===== config.mk =====
export PLATFORM = sky130hd
export DESIGN_NAME = debounce_inputs
export DESIGN_NICKNAME = d
export VERILOG_FILES = /design/src/rtl/debounce_inputs.sv
export SDC_FILE = /design/constraint.sdc
export NUM_CORES = 1
export LEC_CHECK = 0
export ABC_AREA = 1
export BUFFER_PORTS_ARGS = -buffer_cell sky130_fd_sc_hd__buf_2
export CAP_MARGIN = 20
export CORE_AREA = 2 2 114 94
export CTS_BUF_LIST = sky130_fd_sc_hd__clkbuf_8
export DETAILED_ROUTE_END_ITERATION = 12
export DIE_AREA = 0 0 116 96
export PLACE_DENSITY = 0.68
export SYNTH_ARGS = -nofsm -noshare
export SYNTH_HDL_FRONTEND = slang
export SYNTH_SLANG_ARGS = --single-unit

===== constraint.sdc =====
create_clock -name clock -period 1.3 [get_ports clock]
set_input_delay 0 -clock clock [delete_from_list [all_inputs] [get_ports clock]]
set_output_delay 0 -clock clock [all_outputs]
set_load 0.05 [all_outputs]

===== src/rtl/debounce_inputs.sv =====
// debounce_inputs
//   Cleans the synchronized KEY0/SW0/SW1 levels with one saturating-counter
//   FSM per channel and produces registered clean levels plus one-cycle edge
//   pulses for the LED controller. KEY0 is active-low on the board and is
//   presented here as active-high keyDown.
//
// Ports
//   clock       system clock, rising edge
//   reset_L     asynchronous active-low reset
//   syncedKEY0  synchronized KEY0 (0 = pressed)
//   syncedSW0   synchronized SW0
//   syncedSW1   synchronized SW1
//   keyDown     debounced KEY0, 1 = held
//   keyPress    1-cycle pulse when keyDown rises
//   keyRelease  1-cycle pulse when keyDown falls
//   cleanSW0    debounced SW0
//   cleanSW1    debounced SW1
//   swChange    1-cycle pulse when either clean switch changes (one pulse if both)

// debounceChannel
//   One channel: STABLE_LO / WAIT_HI / STABLE_HI / WAIT_LO. A new level is
//   accepted after DEBOUNCE_CYCLES consecutive identical samples; any bounce
//   during WAIT drops straight back to the old stable state.
//
// Ports
//   clock, reset_L  as above
//   sample          raw synchronized level
//   level           registered clean level
//   acceptRise      combinational: level goes 0->1 at this edge
//   acceptFall      combinational: level goes 1->0 at this edge
module debounceChannel #(
  parameter int DEBOUNCE_CYCLES = 500_000,
  parameter int CNT_W           = $clog2(DEBOUNCE_CYCLES + 1),
  parameter bit RST_HI          = 1'b0
) (
  input  logic clock,
  input  logic reset_L,
  input  logic sample,
  output logic level,
  output logic acceptRise,
  output logic acceptFall
);

  typedef enum logic [1:0] {STABLE_LO, WAIT_HI, STABLE_HI, WAIT_LO} chState_t;

  localparam chState_t   RST_ST = RST_HI ? STABLE_HI : STABLE_LO;
  localparam logic [CNT_W-1:0] LAST = CNT_W'(DEBOUNCE_CYCLES - 1);

  chState_t         state, stateNxt;
  logic [CNT_W-1:0] cnt, cntNxt;

  always_ff @(posedge clock or negedge reset_L) begin
    if (!reset_L) begin
      state <= RST_ST;
      cnt   <= '0;
      level <= RST_HI;
    end else begin
      state <= stateNxt;
      cnt   <= cntNxt;
      if (acceptRise)      level <= 1'b1;
      else if (acceptFall) level <= 1'b0;
    end
  end

  always_comb begin
    stateNxt   = state;
    cntNxt     = cnt;
    acceptRise = 1'b0;
    acceptFall = 1'b0;
    case (state)
      STABLE_LO: begin
        if (sample) begin
          stateNxt = WAIT_HI;
          cntNxt   = CNT_W'(1);
        end else begin
          cntNxt   = '0;
        end
      end
      WAIT_HI: begin
        if (!sample) begin
          stateNxt = STABLE_LO;
          cntNxt   = '0;
        end else if (cnt == LAST) begin
          stateNxt   = STABLE_HI;
          cntNxt     = '0;
          acceptRise = 1'b1;
        end else begin
          cntNxt   = cnt + CNT_W'(1);
        end
      end
      STABLE_HI: begin
        if (!sample) begin
          stateNxt = WAIT_LO;
          cntNxt   = CNT_W'(1);
        end else begin
          cntNxt   = '0;
        end
      end
      WAIT_LO: begin
        if (sample) begin
          stateNxt = STABLE_HI;
          cntNxt   = '0;
        end else if (cnt == LAST) begin
          stateNxt   = STABLE_LO;
          cntNxt     = '0;
          acceptFall = 1'b1;
        end else begin
          cntNxt   = cnt + CNT_W'(1);
        end
      end
      default: begin
        stateNxt = RST_ST;
        cntNxt   = '0;
      end
    endcase
  end

endmodule

module debounce_inputs #(
  parameter  int DEBOUNCE_CYCLES = 500_000,
  localparam int CNT_W           = $clog2(DEBOUNCE_CYCLES + 1)
) (
  input  logic clock,
  input  logic reset_L,
  input  logic syncedKEY0,
  input  logic syncedSW0,
  input  logic syncedSW1,
  output logic keyDown,
  output logic keyPress,
  output logic keyRelease,
  output logic cleanSW0,
  output logic cleanSW1,
  output logic swChange
);

  localparam int NUM_CH = 3;  // 0 = KEY0 (raw polarity), 1 = SW0, 2 = SW1

  logic [NUM_CH-1:0] raw, level, rise, fall;

  assign raw = {syncedSW1, syncedSW0, syncedKEY0};

  // KEY channel resets to raw-high (released); switches reset low.
  for (genvar i = 0; i < NUM_CH; i++) begin : gCh
    debounceChannel #(
      .DEBOUNCE_CYCLES(DEBOUNCE_CYCLES),
      .CNT_W          (CNT_W),
      .RST_HI         (i == 0)
    ) uCh (
      .clock     (clock),
      .reset_L   (reset_L),
      .sample    (raw[i]),
      .level     (level[i]),
      .acceptRise(rise[i]),
      .acceptFall(fall[i])
    );
  end

  // Raw KEY0 is active-low, so a falling clean raw level is a press.
  assign keyDown  = ~level[0];
  assign cleanSW0 = level[1];
  assign cleanSW1 = level[2];

  // Pulses register on the same edge the clean level changes.
  always_ff @(posedge clock or negedge reset_L) begin
    if (!reset_L) begin
      keyPress   <= 1'b0;
      keyRelease <= 1'b0;
      swChange   <= 1'b0;
    end else begin
      keyPress   <= fall[0];
      keyRelease <= rise[0];
      swChange   <= |{rise[2:1], fall[2:1]};
    end
  end

endmodule

==> results.yml, run 1 <==
detailed_routing:
  remaining_drc_errors: 0
  wl_um: 10300
  drt-initial-drc-count: 230
  num_vias: 3791
  ant_nets: 0
  viasPerCell: 4.87
  wl_per_cell_um: 13.2
  dr.pass1.iters: 5
layout:
  fin_nets: 642
  area.growth.synth_to_final_pct: 45.8
  nFillCells: 874
  layout-drive-gt1-share_pct: 43.9
  final_util_pct: 57.4
  n_antenna_cell: 0
logic_synthesis:
  synth_edf_count: 0
  synthTopCellsByArea: "dfrtp_1 (43%), nand2_1 (10%), nor2_1 (9.9%)"
  synth_nets: 518
  synth_warnings: 0
  synthesis.area_um2: 3930
  ys_top_cells_by_count: "nand2_1 (110), nor2_1 (104), dfrtp_1 (67)"
  ys_seq_area_share_pct: 44.0
  synth_top_cell_by_area: "dfrtp_1"
  async_flop_share_pct: 100
  synth_cell_types: 32
  avgSynthCellArea_um2: 7.71
  yosysTopAreaCellShare_pct: 42.6
  syn_inst: 510
  ys.flop_type: "dfrtp_1"
  synth.most_common_cell: "nand2_1"
  synth-seq-cells: 69
floorplanning:
  num_io_pins: 11
  die_x_um: 116
  rows: 33
  die_h_um: 96
  dieArea_um2: 11100
  core_um2: 9990
  start_util_pct: 39.4
timing:
  setup_ws_ns: -0.123
  max_freq_mhz: 703
  slew_headroom_pct: 80.2
  skew_ns: 0.00554
  slew_viol_final: 0
  finalHoldViolations: 0
  finalCriticalPeriod_ns: 1.42
  rsz0062_at_grt: "yes"
  period_share_pct: 109
  setup_violations: 47
  worstMarginPinSlew_ns: 0.295
  whs_ns: 0.0619
worst_hold_path:
  hold_path.class: "input pin to async pin"
setup_path:
  worstSetupEndpointType: "register"
  cp.required_ns: 1.56
  cp-start-kind: "register"
  critPathMaxFanout: 8
  crit_type: "register to register"
  worstPathArrival_ns: 1.68
clocking:
  cts_htree_levels: 3
  cts_tree: "done"
  clk_path_buf_depth: 2
  clock_sinks: 69
  worstSkewPairLatency_ns: 0.35
  clockRootBuffer: "clkbuf_8"
  clk_pin_slew_ns: 0.07
  cts_made_buffers: 9
placement:
  globalplace.congestion: 0.860
  port_buffers: 10
  hpwl_um: 6570
  pre_cts_ws_ns: -0.127
power_and_ir_drop:
  cellLeakagePower_nw: 2.49
  p_per_area_nw_per_um2: 714
  ir_worst_vdd_v: 0.000597
  finalPower_mw: 4.09
global_routing:
  grt_start_max_net_pins: 32
  grt_pass1_vias: 3551
  grt_remaining_overflow: 0
  grt_pass1_wl_um: 15900
  grt_antenna_before_repair: 0
  grt_util_all_layers_pct: 18.1
run_status:
  status: "finished with violations"
  violations: "negative setup slack"
run:
  maxCapViolCount: 0
## sequential cells by signal (all words and copies together), names as in the netlist, named ones only
register       flops
gCh.uCh.level      3
keyPress           1
keyRelease         1
gCh.uCh.cnt       57
swChange           1
gCh.uCh.state      3
## final cells by class
cell class / count / area (µm²) / area share, %
multi-input cells: 374 / 2430 / 42.4
flip-flops and latches: 69 / 1740 / 30.4
repair buffers: 117 / 967 / 16.9
inverters: 63 / 244 / 4.25
well taps: 140 / 175 / 3.05
clock buffers: 12 / 165 / 2.88
clock inverters: 3 / 12.5 / 0.218
## repair_timing
item	4_1_cts	5_1_grt
gates cloned	0	1
endpoints found under the hold margin	74	0
resized for setup	47	108
buffers inserted	9	20
endpoints found under the setup margin	59	66
hold buffers	4	0
pin swaps	28	41
## path summary, 6_finish.rpt
path	startpoint	to	slack, ns	depth (start not counted)
worst min-delay path	reset_L	gCh[2].uCh.cnt[16]	0.06	2
min in group clock	syncedSW0	register	0.46	4
worst max-delay path	register	gCh[0].uCh.cnt[6]	-0.12	7
worst max register to register	register	gCh[0].uCh.cnt[6]	-0.12	7
max in group asynchronous	reset_L	async pin	0.70	3
worst min register to register	gCh[1].uCh.level	gCh[1].uCh.level	0.48	2
## critical path: stages, from the launching register on
cell and delay, ns:
dfstp_2 0.54, inv_2 0.05, nor2_4 0.12, nand2_2 0.10, o21ai_4 0.10, nand2_4 0.12, clkbuf_16 0.17, nor3_1 0.13
## power breakdown
part	leakage, nW	total [mW]	switching [mW]	internal (mW)
registers	0.917	2.19	0.0234	2.16
logic	1.47	0.302	0.174	0.128
clock network	0.101	1.60	0.781	0.822
## per-stage QoR
| stage | area (µm²) | setup TNS (ns) | instances |
|---|---|---|---|
| final | 5740 | -2.62 | 778 |
| after global routing | 5740 | -7.41 | 778 |
| after global placement | 4740 | -1.85 | 730 |
| after detailed placement | 4740 | -3.09 | 730 |
| after floorplan | 3960 | -0.426 | 510 |
| after CTS | 5190 | -1.85 | 758 |
## placed cells by master, fill, tap and decap left out, types with 4 or more instances in the layout
master          n
nor2_1         72
a21oi_1         8
nand2_4         8
nor2_2         28
nor2_4         22
xor2_1         13
buf_4          86
inv_2          12
nand3_2        11
nand2_1        94
nand3_1        14
dlygate4sd3_1   4
clkbuf_8       12
buf_2          10
buf_6          13
a21oi_2         5
nand3_4         6
o21ai_2         4
dfrtp_1        57
dfrtp_2        10
xnor2_1         6
o21ai_1         5
o21ai_0         5
nor3_1          7
nor3_2         10
inv_1          52
nor3b_2         4
nand4_1        11
nand2_2        18
## cell families after synthesis
group	synth area share (%)
XOR/XNOR	4.68
AND/OR/NAND/NOR	38.6
AO/OA/AOI/OAI	4.71
flip-flops	44.0
adder cells (fa/ha/maj)	0.954
buffers and inverters	7.06
## routing by layer
metal  up-vias  part of all wire, %  GRT usage (%)
li1       1853                    -              -
met1      1830                   44           23.7
met2        87                   50           29.2
met3        21                  4.3           4.35
met4         0                  2.2           7.04
met5         -                    0              0
No activity file was read; power rests on OpenSTA's default activity.
==> run 2: changes to the inputs <==
Settings changed: GPL_TIMING_DRIVEN set to 0.
==> run 2 against run 1 <==
  * The run still ends with negative setup slack left
  * Flip-flop and latch count did not move
  * Routed wire length rose by 2.6%
  * Combinational power rose by 8.3%
  * Final cell count fell by 5.0%
==> results.yml, run 2 (synthesis results as in run 1) <==
setup_path:
  crit_type: "register to register"
  slowest_stage: "dfrtp_1"
  r2r_cells: 9
  reg2reg_from: "gCh[1].uCh.cnt[5]"
  regToRegEndpoint: "gCh[1].uCh.cnt[15]"
  cp-start-kind: "register"
  critPathMaxFanout: 4
  path_common_cell: "nand2_2"
  cp.required_ns: 1.55
  rrSetupSlack_ns: -0.17
  slowest_delay_ns: 0.42
  worstSetupEndpointType: "register"
  path_cells: "inv_1, nand2_2, nor3_4, nand3_4, nand2_8, buf_12, inv_6, nand2_2, nor2_1"
  worstPathArrival_ns: 1.72
clocking:
  worstSkewPairLatency_ns: 0.36
  cts_tree: "done"
  cts_htree_levels: 3
  clockRootBuffer: "clkbuf_8"
  clk_pin_slew_ns: 0.08
  clk_path_buf_depth: 2
  clock_sinks: 69
  cts_made_buffers: 9
timing:
  slew_viol_final: 0
  period_share_pct: 113
  slew_headroom_pct: 42.1
  max_freq_mhz: 680
  finalCriticalPeriod_ns: 1.47
  setup_ws_ns: -0.170
  worstMarginPinSlew_ns: 0.869
  skew_ns: 0.00828
  finalHoldViolations: 0
  setup_tns_ns: -5.61
  rsz0062_at_grt: "yes"
  whs_ns: 0.0455
  setup_violations: 62
layout:
  top_regs: "gCh.uCh.cnt: 57 flops, gCh.uCh.level: 3 flops, gCh.uCh.state: 3 flops"
  area.growth.synth_to_final_pct: 43.4
  top_register: "gCh.uCh.cnt"
  fin_nets: 602
  layout_commonest_cell: "nand2_1"
  largest_register_ffs: 57
  layout-drive-gt1-share_pct: 45.9
  n_antenna_cell: 0
  final_cell_mix: "nand2_1 (86), nor2_1 (56), inv_1 (52), dfrtp_1 (50), buf_4 (47)"
  multi_input_area_um2: 2610
  nFillCells: 839
  seq_area_um2: 1750
placement:
  pre_cts_ws_ns: -0.262
  hpwl_um: 5780
  globalplace.congestion: 0.874
  port_buffers: 10
run:
  maxCapViolCount: 0
detailed_routing:
  dr.pass1.iters: 5
  remaining_drc_errors: 0
  drt-initial-drc-count: 276
  viasPerCell: 5.02
  wl_um: 10600
  num_vias: 3712
  ant_nets: 0
  wl_per_cell_um: 14.3
worst_hold_path:
  hold_path_startpoint: "syncedSW0"
  hold_path.class: "input pin to register"
  holdPathEnd: "gCh[1].uCh.state[0]"
  hold_path_depth: 4
global_routing:
  grt_antenna_before_repair: 0
  grt_remaining_overflow: 0
  grt_pass1_wl_um: 16100
  grt_util_all_layers_pct: 18.5
  grt_pass1_vias: 3489
  grt_start_max_net_pins: 70
power_and_ir_drop:
  cellLeakagePower_nw: 2.25
  p_per_area_nw_per_um2: 730
  ir_worst_vdd_v: 0.000497
  finalPower_mw: 4.12
floorplanning:
  die_x_um: 116
  rows: 33
  core_um2: 9990
  start_util_pct: 39.4
  num_io_pins: 11
  die_h_um: 96
  dieArea_um2: 11100
run_status:
  violations: "negative setup slack"
  status: "finished with violations"
[run 2: cell count changes in the layout (fill, tap and decap cells not counted), sizes merged]
| cell | before | now |
|---|---|---|
| clkinv | 1 | 4 |
| clkbuf | 13 | 10 |
| buf | 112 | 73 |
| clkinvlp | 0 | 2 |
| inv | 65 | 63 |
[run 2: through the flow]
stage | util, % | cells | area [µm²]
final | 56.5 | 739 | 5640
after global routing | 56.5 | 739 | 5640
after CTS | 51.7 | 723 | 5170
after detailed placement | 41.9 | 660 | 4190
after global placement | 41.9 | 660 | 4190
after floorplan | - | 510 | 3960
[run 2: critical path, delay by kind of cell (launching register included)]
family	cells	cell delay [ns]
buffers and inverters	3	0.24
flip-flops	1	0.42
AND/OR/NAND/NOR	6	0.67
[run 2: how the worst max path moves through the flow]
stage                           start                 end  cells after the start
floorplan           gCh[1].uCh.cnt[0]    gCh[1].uCh.level                      8
global placement    gCh[1].uCh.cnt[0]   gCh[1].uCh.cnt[6]                      7
detailed placement  gCh[1].uCh.cnt[0]  gCh[1].uCh.cnt[14]                      7
CTS                 gCh[1].uCh.cnt[0]  gCh[1].uCh.cnt[12]                      9
global route        gCh[1].uCh.cnt[5]  gCh[1].uCh.cnt[15]                      9
finish              gCh[1].uCh.cnt[5]  gCh[1].uCh.cnt[15]                      9
[run 2: report_power, final]
part | total [mW] | internal (mW) | switching [mW] | leakage [nW]
logic | 0.327 | 0.132 | 0.195 | 1.26
registers | 2.19 | 2.16 | 0.0251 | 0.906
clock network | 1.60 | 0.736 | 0.865 | 0.0880
total | 4.12 | 3.03 | 1.09 | 2.25
[run 2: cell type report]
class | count | share of cell area (%)
buffer | 3 | 0.665
sequential | 69 | 31.0
tap | 140 | 3.10
inverter | 63 | 4.41
multi-input combinational | 374 | 46.3
clock buffer | 10 | 2.44
timing repair buffer | 74 | 11.4
clock inverter | 6 | 0.688
[run 2: per-layer routing]
layer / up-vias / GRT usage, % / routed length [µm] / share of wire [%]
li1: 1777 / - / - / -
met1: 1823 / 23.6 / 4680 / 44
met2: 93 / 30.4 / 5260 / 50
met3: 19 / 5.48 / 423 / 4.0
met4: 0 / 5.95 / 194 / 1.8
met5: - / 0 / 0 / 0
[run 2: timing repair]
action,in CTS,in global routing
resized for setup,103,109
buffers inserted,40,18
setup endpoints to repair,66,68
endpoints found under the hold margin,75,0
gates cloned,3,0
pin swaps,37,41
hold buffers,4,0
